## config.mk

```make
export PLATFORM = sky130hd
export DESIGN_NAME = mem_bus_arbiter
export DESIGN_NICKNAME = d
export VERILOG_FILES = /design/src/rtl/mem_bus_pkg.sv /design/src/rtl/mem_bus_arbiter_timeout.sv /design/src/rtl/mem_bus_arbiter.sv
export SDC_FILE = /design/constraint.sdc
export NUM_CORES = 1
export LEC_CHECK = 0
export ABC_AREA = 1
export BUFFER_PORTS_ARGS = -buffer_cell sky130_fd_sc_hd__buf_2
export CORE_ASPECT_RATIO = 0.5
export CORE_MARGIN = 2
export CORE_UTILIZATION = 52
export CTS_BUF_LIST = sky130_fd_sc_hd__clkbuf_16
export DETAILED_ROUTE_END_ITERATION = 10
export PLACE_DENSITY = 0.84
export REMOVE_ABC_BUFFERS = 1
export SLEW_MARGIN = 20
export SYNTH_ARGS = -nofsm -noshare
export SYNTH_HDL_FRONTEND = slang
export SYNTH_HIERARCHICAL = 1
export SYNTH_SLANG_ARGS = --single-unit
```

## constraint.sdc

```tcl
create_clock -name clk -period 6.2 [get_ports clk]
set_clock_uncertainty 0.15 [all_clocks]
set_input_delay 0.62 -clock clk [delete_from_list [all_inputs] [get_ports clk]]
set_output_delay 0.62 -clock clk [all_outputs]
set_load 0.005 [all_outputs]
```

## src/rtl/mem_bus_pkg.sv

```systemverilog
// Shared types for the memory bus arbiter: arbiter states,
// grant owner encoding and default bus widths.
package mem_bus_pkg;

    localparam int ADDR_W_DEF = 32;
    localparam int DATA_W_DEF = 32;

    typedef enum logic [1:0] {
        IDLE,
        DATA,
        FETCH,
        RESP
    } arb_state_t;

    typedef enum logic {
        GRANT_DATA,
        GRANT_FETCH
    } grant_t;

endpackage

```

## src/rtl/mem_bus_arbiter_timeout.sv

```systemverilog
// Bus watchdog counter. clear zeroes it, enable counts a waiting cycle.
// expired is high in the cycle whose count step reaches TIMEOUT_CYC.
// Ports: clk, nrst, clear, enable -> expired.
module mem_timeout_ctr #(
    parameter int TIMEOUT_CYC = 255
) (
    input  logic clk,
    input  logic nrst,
    input  logic clear,
    input  logic enable,
    output logic expired
);

    localparam int CNT_W = $clog2(TIMEOUT_CYC + 1);
    localparam logic [CNT_W-1:0] LIMIT = CNT_W'(TIMEOUT_CYC);
    localparam logic [CNT_W-1:0] LAST  = CNT_W'(TIMEOUT_CYC - 1);

    logic [CNT_W-1:0] cnt_q;
    logic [CNT_W-1:0] cnt_d;

    // Saturates at LIMIT so a stuck enable never wraps to a fresh window.
    always_comb begin
        cnt_d = cnt_q;
        if (clear) begin
            cnt_d = '0;
        end else if (enable && (cnt_q != LIMIT)) begin
            cnt_d = cnt_q + 1'b1;
        end
    end

    assign expired = enable && !clear && (cnt_q == LAST);

    always_ff @(posedge clk or negedge nrst) begin
        if (!nrst) begin
            cnt_q <= '0;
        end else begin
            cnt_q <= cnt_d;
        end
    end

endmodule

```

## src/rtl/mem_bus_arbiter.sv

```systemverilog
// Arbitrates data-memory and instruction-fetch requests onto one bus.
// Ports: d_* data side, i_* fetch side, bus_* external bus, bus_err watchdog.
module mem_bus_arbiter
    import mem_bus_pkg::*;
#(
    parameter int ADDR_W      = ADDR_W_DEF,
    parameter int DATA_W      = DATA_W_DEF,
    parameter int TIMEOUT_CYC = 255
) (
    input  logic              clk,
    input  logic              nrst,
    input  logic              d_read,
    input  logic              d_write,
    input  logic [ADDR_W-1:0] d_adr,
    input  logic [DATA_W-1:0] d_wdata,
    output logic [DATA_W-1:0] d_rdata,
    output logic              d_good,
    input  logic              i_read,
    input  logic [ADDR_W-1:0] i_adr,
    output logic [DATA_W-1:0] i_data,
    output logic              i_good,
    output logic              bus_read,
    output logic              bus_write,
    output logic [ADDR_W-1:0] bus_adr,
    output logic [DATA_W-1:0] bus_wdata,
    input  logic [DATA_W-1:0] bus_rdata,
    input  logic              bus_ack,
    output logic              bus_err
);

    arb_state_t        state_q, state_d;
    grant_t            last_grant_q, last_grant_d;
    logic [ADDR_W-1:0] adr_q, adr_d;
    logic [DATA_W-1:0] wdata_q, wdata_d;
    logic              bus_read_q, bus_read_d;
    logic              bus_write_q, bus_write_d;
    logic [DATA_W-1:0] d_rdata_q, d_rdata_d;
    logic [DATA_W-1:0] i_data_q, i_data_d;

    logic              busy;
    logic              expired;
    logic              data_req;
    logic [DATA_W-1:0] cap_data;

    assign busy     = (state_q == DATA) || (state_q == FETCH);
    assign data_req = d_read || d_write;

    mem_timeout_ctr #(
        .TIMEOUT_CYC(TIMEOUT_CYC)
    ) u_timeout (
        .clk    (clk),
        .nrst   (nrst),
        .clear  (state_q == IDLE),
        .enable (busy && !bus_ack),
        .expired(expired)
    );

    always_comb begin
        state_d      = state_q;
        last_grant_d = last_grant_q;
        adr_d        = adr_q;
        wdata_d      = wdata_q;
        bus_read_d   = bus_read_q;
        bus_write_d  = bus_write_q;
        d_rdata_d    = d_rdata_q;
        i_data_d     = i_data_q;
        // A timed-out transaction returns zero data.
        cap_data     = bus_ack ? bus_rdata : '0;

        unique case (state_q)
            IDLE: begin
                // Contention goes to whichever side did not win last time.
                if (data_req &&
                    (!i_read || (last_grant_q == GRANT_FETCH))) begin
                    state_d      = DATA;
                    last_grant_d = GRANT_DATA;
                    adr_d        = d_adr;
                    wdata_d      = d_wdata;
                    // Write wins when both read and write are raised.
                    bus_write_d  = d_write;
                    bus_read_d   = !d_write;
                end else if (i_read) begin
                    state_d      = FETCH;
                    last_grant_d = GRANT_FETCH;
                    adr_d        = i_adr;
                    bus_write_d  = 1'b0;
                    bus_read_d   = 1'b1;
                end
            end
            DATA, FETCH: begin
                if (bus_ack || expired) begin
                    state_d     = RESP;
                    bus_read_d  = 1'b0;
                    bus_write_d = 1'b0;
                    if (state_q == DATA) begin
                        d_rdata_d = cap_data;
                    end else begin
                        i_data_d = cap_data;
                    end
                end
            end
            RESP: begin
                state_d = IDLE;
            end
            default: begin
                state_d = IDLE;
            end
        endcase
    end

    always_ff @(posedge clk or negedge nrst) begin
        if (!nrst) begin
            state_q      <= IDLE;
            last_grant_q <= GRANT_FETCH;
            adr_q        <= '0;
            wdata_q      <= '0;
            bus_read_q   <= 1'b0;
            bus_write_q  <= 1'b0;
            d_rdata_q    <= '0;
            i_data_q     <= '0;
        end else begin
            state_q      <= state_d;
            last_grant_q <= last_grant_d;
            adr_q        <= adr_d;
            wdata_q      <= wdata_d;
            bus_read_q   <= bus_read_d;
            bus_write_q  <= bus_write_d;
            d_rdata_q    <= d_rdata_d;
            i_data_q     <= i_data_d;
        end
    end

    // last_grant names the owner of the transaction being answered in RESP.
    assign d_good    = (state_q == RESP) && (last_grant_q == GRANT_DATA);
    assign i_good    = (state_q == RESP) && (last_grant_q == GRANT_FETCH);
    assign bus_err   = expired;
    assign bus_read  = bus_read_q;
    assign bus_write = bus_write_q;
    assign bus_adr   = adr_q;
    assign bus_wdata = wdata_q;
    assign d_rdata   = d_rdata_q;
    assign i_data    = i_data_q;

endmodule

```

# Word level (Yosys, flattened, before mapping)
# Cells that the tools add are included.
# classes
n_reduce_logical	26
muxes	17
n_eq_ne	7
bitwise_logic	2
add_sub_neg	1
# ops
op	n
two-way mux 32 bit	3
two-way mux 8 bit	2
AND reduction 3 bit	3
adder 8 x 1 -> 8 bit, second input constant	1
equality test 8 bit, second input constant	1
!= test 8 bit, second input constant	1
logical AND 1 bit	7
two-way mux 1 bit	6
two-way mux 2 bit	3
one-hot mux 2 bit (3 select lines)	1
AND reduction 2 bit	3
nonzero test 2 bit	3
equality test 2 bit, second input constant	2
logical NOT 1 bit	4
logical OR 1 bit	4
one-hot mux 1 bit (2 select lines)	2
!= test 3 bit, second input constant	1
equality test 2 x 1 -> 1 bit, second input constant	1
logical NOT 2 bit	1
!= test 2 bit, second input constant	1
NOT 1 bit	2
OR reduction 2 bit	1
# word_totals
word_cells	62
regBits	141

# Logic depth before layout (Yosys ltp)
# depth
word_depth	8
ltp_mapped	12

# By module
# The synthesis kept the hierarchy.
# modules_own_cells
module	n_inst	area_per_inst_um2	seq_area_each_um2	cells_each
mem_bus_arbiter	1	5795.6	3329.4	682
mem_timeout_ctr	1	529.3	200.2	76

# Worst setup path before layout
# OpenSTA, ideal clock, no wires.
# synth_timing
kind	input to register
start	input bus_ack
end	register d_rdata_q[10] (netlist: d_rdata[10])
setup_slack_ps	3569
n_path_buf	3
arrival_ps	2355
required_ps	5924
stages	11
path_cell_list	buf_2 -> clkbuf_1 -> nor2_1 -> nand3_1 -> nor4_1 -> nor2_1 -> nor2_2 -> nand2_2 -> buf_2 -> nand2_1 -> o21ai_0
# synth_via
elab_chain_len	6
# synth_rtl
item	line	source
start: declaration	mem_bus_arbiter.sv:27	input logic bus_ack,
logical NOT 1 bit	mem_bus_arbiter.sv:54	.enable (busy && !bus_ack),
logical AND 1 bit	mem_bus_arbiter.sv:54	
logical AND 1 bit (2 in series)	mem_bus_arbiter_timeout.sv:31	assign expired = enable && !clear && (cnt_q == LAST);
named net bus_err	mem_bus_arbiter.sv:28	output logic bus_err
logical OR 1 bit	mem_bus_arbiter.sv:91	if (bus_ack || expired) begin
AND reduction 3 bit (no line)	-	
end signal: assignment	mem_bus_arbiter.sv:128	d_rdata_q <= d_rdata_d;
end: declaration	mem_bus_arbiter.sv:37	logic [DATA_W-1:0] d_rdata_q, d_rdata_d;
# The timed path passes the listed nets, and every way through them passes these cells.
# A chain may end at the register's enable or synchronous reset.

# Worst setup path in the final report
# layout_timing
start	register state_q[0]
end	register d_rdata_q[13] (netlist: d_rdata[13])
# layout_via
elab_chain_len	7
# layout_rtl
item	line	source
start: declaration	mem_bus_arbiter.sv:31	arb_state_t state_q, state_d;
start signal: assignment	mem_bus_arbiter.sv:122	state_q <= state_d;
equality test 2 x 1 -> 1 bit / equality test 2 bit (equally long branches)	mem_bus_arbiter.sv:45, mem_bus_arbiter.sv:70, mem_bus_arbiter.sv:95	
logical OR 1 bit	mem_bus_arbiter.sv:45	assign busy = (state_q == DATA) || (state_q == FETCH);
logical AND 1 bit	mem_bus_arbiter.sv:54	
logical AND 1 bit (2 in series)	mem_bus_arbiter_timeout.sv:31	
logical OR 1 bit	mem_bus_arbiter.sv:91	
AND reduction 3 bit (no line) *	-	
# Mark *: on every way between the ends. The rest lies on a longest branch, timed or not.

==> impl_metrics.env <==
export IMPL_drc_errors=0
export IMPL_rr_endpoint="d_rdata[13]"
export IMPL_dp_cells=1151
export IMPL_ff2ff_setup_slack_ns=2.69
export IMPL_die_area_um2=13120
export IMPL_worstSetupPathType="flop to flop"
export IMPL_min_period_over_period_pct=56.57
export IMPL_power_density_nw_per_um2=498.9
export IMPL_synth_cells=758
export IMPL_cts_resized=0
export IMPL_setup_viol=0
export IMPL_synthArstFlopShare_pct=100.0
export IMPL_syn2layout_area_growth_pct=32.17
export IMPL_grt_remaining_overflow=0
export IMPL_io_pins=267
export IMPL_rsz0062_at_grt="false"
export IMPL_ctsHoldBuffers=0
export IMPL_synth_top_area_share_pct=55.39
export IMPL_p_leak_nw=4.688
export IMPL_r2r_start="state_q[0]"
export IMPL_grt_pass1_wl_mm=26.14
export IMPL_ys_warn_count=6
export IMPL_initial_core_util_pct=53.41
export IMPL_via_per_inst=5.060
export IMPL_die_h_um=81.99
export IMPL_vias=5986
export IMPL_wirelength_mm=16.60
export IMPL_drt_iter0_markers=396
export IMPL_regArea_um2=3530
export IMPL_max_clock_freq_mhz=285.1
export IMPL_outcome="completed"
export IMPL_synth_area_um2=6325
export IMPL_wire_per_inst_um=14.03
export IMPL_synth_flop_cell="dfrtp_1"
export IMPL_tightest_slew_ns=1.028
export IMPL_postRouteAntennaNets=0
export IMPL_worst_setup_path_end_kind="flop"
export IMPL_multi_input_area_um2=2397
export IMPL_tritoncts="built"
export IMPL_cts_max_path_buffers=2
export IMPL_arrival_ns=3.65
export IMPL_rr_worst_depth=10
export IMPL_gp_congestion=0.8405
export IMPL_hold_path_class="primary input to async pin"
export IMPL_synth_commonest_cells="nand2_1, dfrtp_1, o21ai_0, inv_1, nand3_1"
export IMPL_post_cts_setup_buffer_count=0
export IMPL_tns_ns=0
export IMPL_dpl_worst_slack_ns=2.685
export IMPL_drv_cap=0
export IMPL_synth_avg_cell_area_um2=8.344
export IMPL_path_clk_slew_ns=0.06
export IMPL_synth_edf_count=0
export IMPL_final_max_slew_violation_count=0
export IMPL_die_x_um=160.0
export IMPL_setup_ws_ns=2.693
export IMPL_instances_no_fill=1183
export IMPL_cts_buffers=17
export IMPL_htree_levels=4
export IMPL_drive_above_1_share_pct=31.43
export IMPL_first_pass_iters=5
export IMPL_hold_viol=0
export IMPL_synth_seq_area_share_pct=55.81
export IMPL_clock_latency_ns=0.41
export IMPL_hpwl_mm=11.11
export IMPL_filler_cell_count=973
export IMPL_worstSetupStartpointType="flop"
export IMPL_numPortBuffers=266
export IMPL_cts_root_buf="clkbuf_16"
export IMPL_relSlewSlack_pct=31.25
export IMPL_ys_ff_latch=141
export IMPL_rows=28
export IMPL_yosysUniqueCellTypes=29
export IMPL_synthTopCellsByArea="dfrtp_1, nand2_1, o21ai_0, nand3b_1, nand3_1"
export IMPL_grt_start_max_net_pins=96
export IMPL_diodes=0
export IMPL_synth_most_common_cell="nand2_1"
export IMPL_cp_required_ns=6.34
export IMPL_gr_usage_all_layers_pct=24.95
export IMPL_antenna_found_initial=0
export IMPL_path_max_fanout=64
export IMPL_vdd_drop_max_mv=0.2492
export IMPL_post_route_util_pct=70.59
export IMPL_yosysTopAreaCell="dfrtp_1"
export IMPL_grt_pass1_vias=5509
export IMPL_fin_nets=1145
export IMPL_core_um2=11840
export IMPL_cts_sinks=141
export IMPL_fin_crit_ns=3.507
[worst max-delay path, stage by stage, from the launching register on]
cell and delay, ns:
dfrtp_1 0.41, inv_1 0.09, ha_1 0.37, inv_1 0.13, nor2_1 0.37, nand3_1 0.14
nor4_1 0.36, nor2_1 0.13, nor2_2 0.17, nand2_2 0.57, o21ai_0 0.50
[layout make-up]
type,count,share of cell area (%)
sequential,141,42.22
multi-input combinational,521,28.68
tap,165,2.470
inverter,55,2.485
clock inverter,15,2.784
timing repair buffer,269,16.27
clock buffer,17,5.089
[layer usage]
metal,vias to the layer above,global-route usage [%],wire [µm]
li1,2895,-,-
met1,2826,31.11,7075
met2,227,43.29,8142
met3,38,5.455,947
met4,0,10.54,435
met5,-,0,0
[cell usage in the layout (no fill, tap or decap), types with 3 or more instances in the layout]
master,count
nand2_4,3
inv_2,3
nor2_1,16
bufinv_16,5
a21oi_1,3
nand2_1,301
nand2_2,6
clkinv_1,3
o21ai_0,97
inv_6,4
buf_4,3
buf_2,265
nand3_1,42
clkbuf_16,17
nand3b_1,32
ha_1,6
dfrtp_1,140
inv_1,49
o21ai_1,3
nand4_1,3
[logic make-up after synthesis]
group | after synthesis | synth area share, %
AND/OR/NAND/NOR | 408 | 27.85
adder cells (fa/ha/maj) | 6 | 1.187
XOR/XNOR | 2 | 0.2770
buffers and inverters | 96 | 6.449
AO/OA/AOI/OAI | 105 | 8.427
flip-flops | 141 | 55.81
[where the power goes]
| part | internal [mW] | total, mW | switching [mW] |
|---|---|---|---|
| clock network | 0.722 | 1.13 | 0.404 |
| registers | 1.33 | 1.55 | 0.219 |
| logic | 0.585 | 1.50 | 0.911 |
[how the worst max path moves through the flow]
stage               startpoint            end  slack, ns  depth (start not counted)
floorplan           state_q[0]     d_rdata[0]       3.45                         11
finish              state_q[0]    d_rdata[13]       2.69                         10
global placement        i_read  bus_wdata[25]       2.48                          6
detailed placement     bus_ack    d_rdata[10]       2.69                          8
global route        state_q[0]    d_rdata[13]       2.41                         10
CTS                 state_q[0]    d_rdata[13]       2.67                         10
[per-stage QoR]
stage          power [mW]  cell area, µm²  hold WS [ns]
2_1_floorplan       2.323            6125        0.1744
3_3_place_gp        2.975            7691        0.3088
3_5_place_dp        3.054            7696        0.3114
4_1_cts             4.199            8354        0.1849
5_1_grt             4.480            8359        0.2077
6_report            4.171            8359        0.1010
[registers in the layout, indices dropped and copies added (netlist names)]
| signal | cells |
|---|---|
| bus_adr | 32 |
| bus_read | 1 |
| d_rdata | 32 |
| u_timeout/cnt_q | 8 |
| bus_write | 1 |
| i_data | 32 |
| last_grant_q | 1 |
| state_q | 2 |
| bus_wdata | 32 |
(Power assumes the default switching activity.)
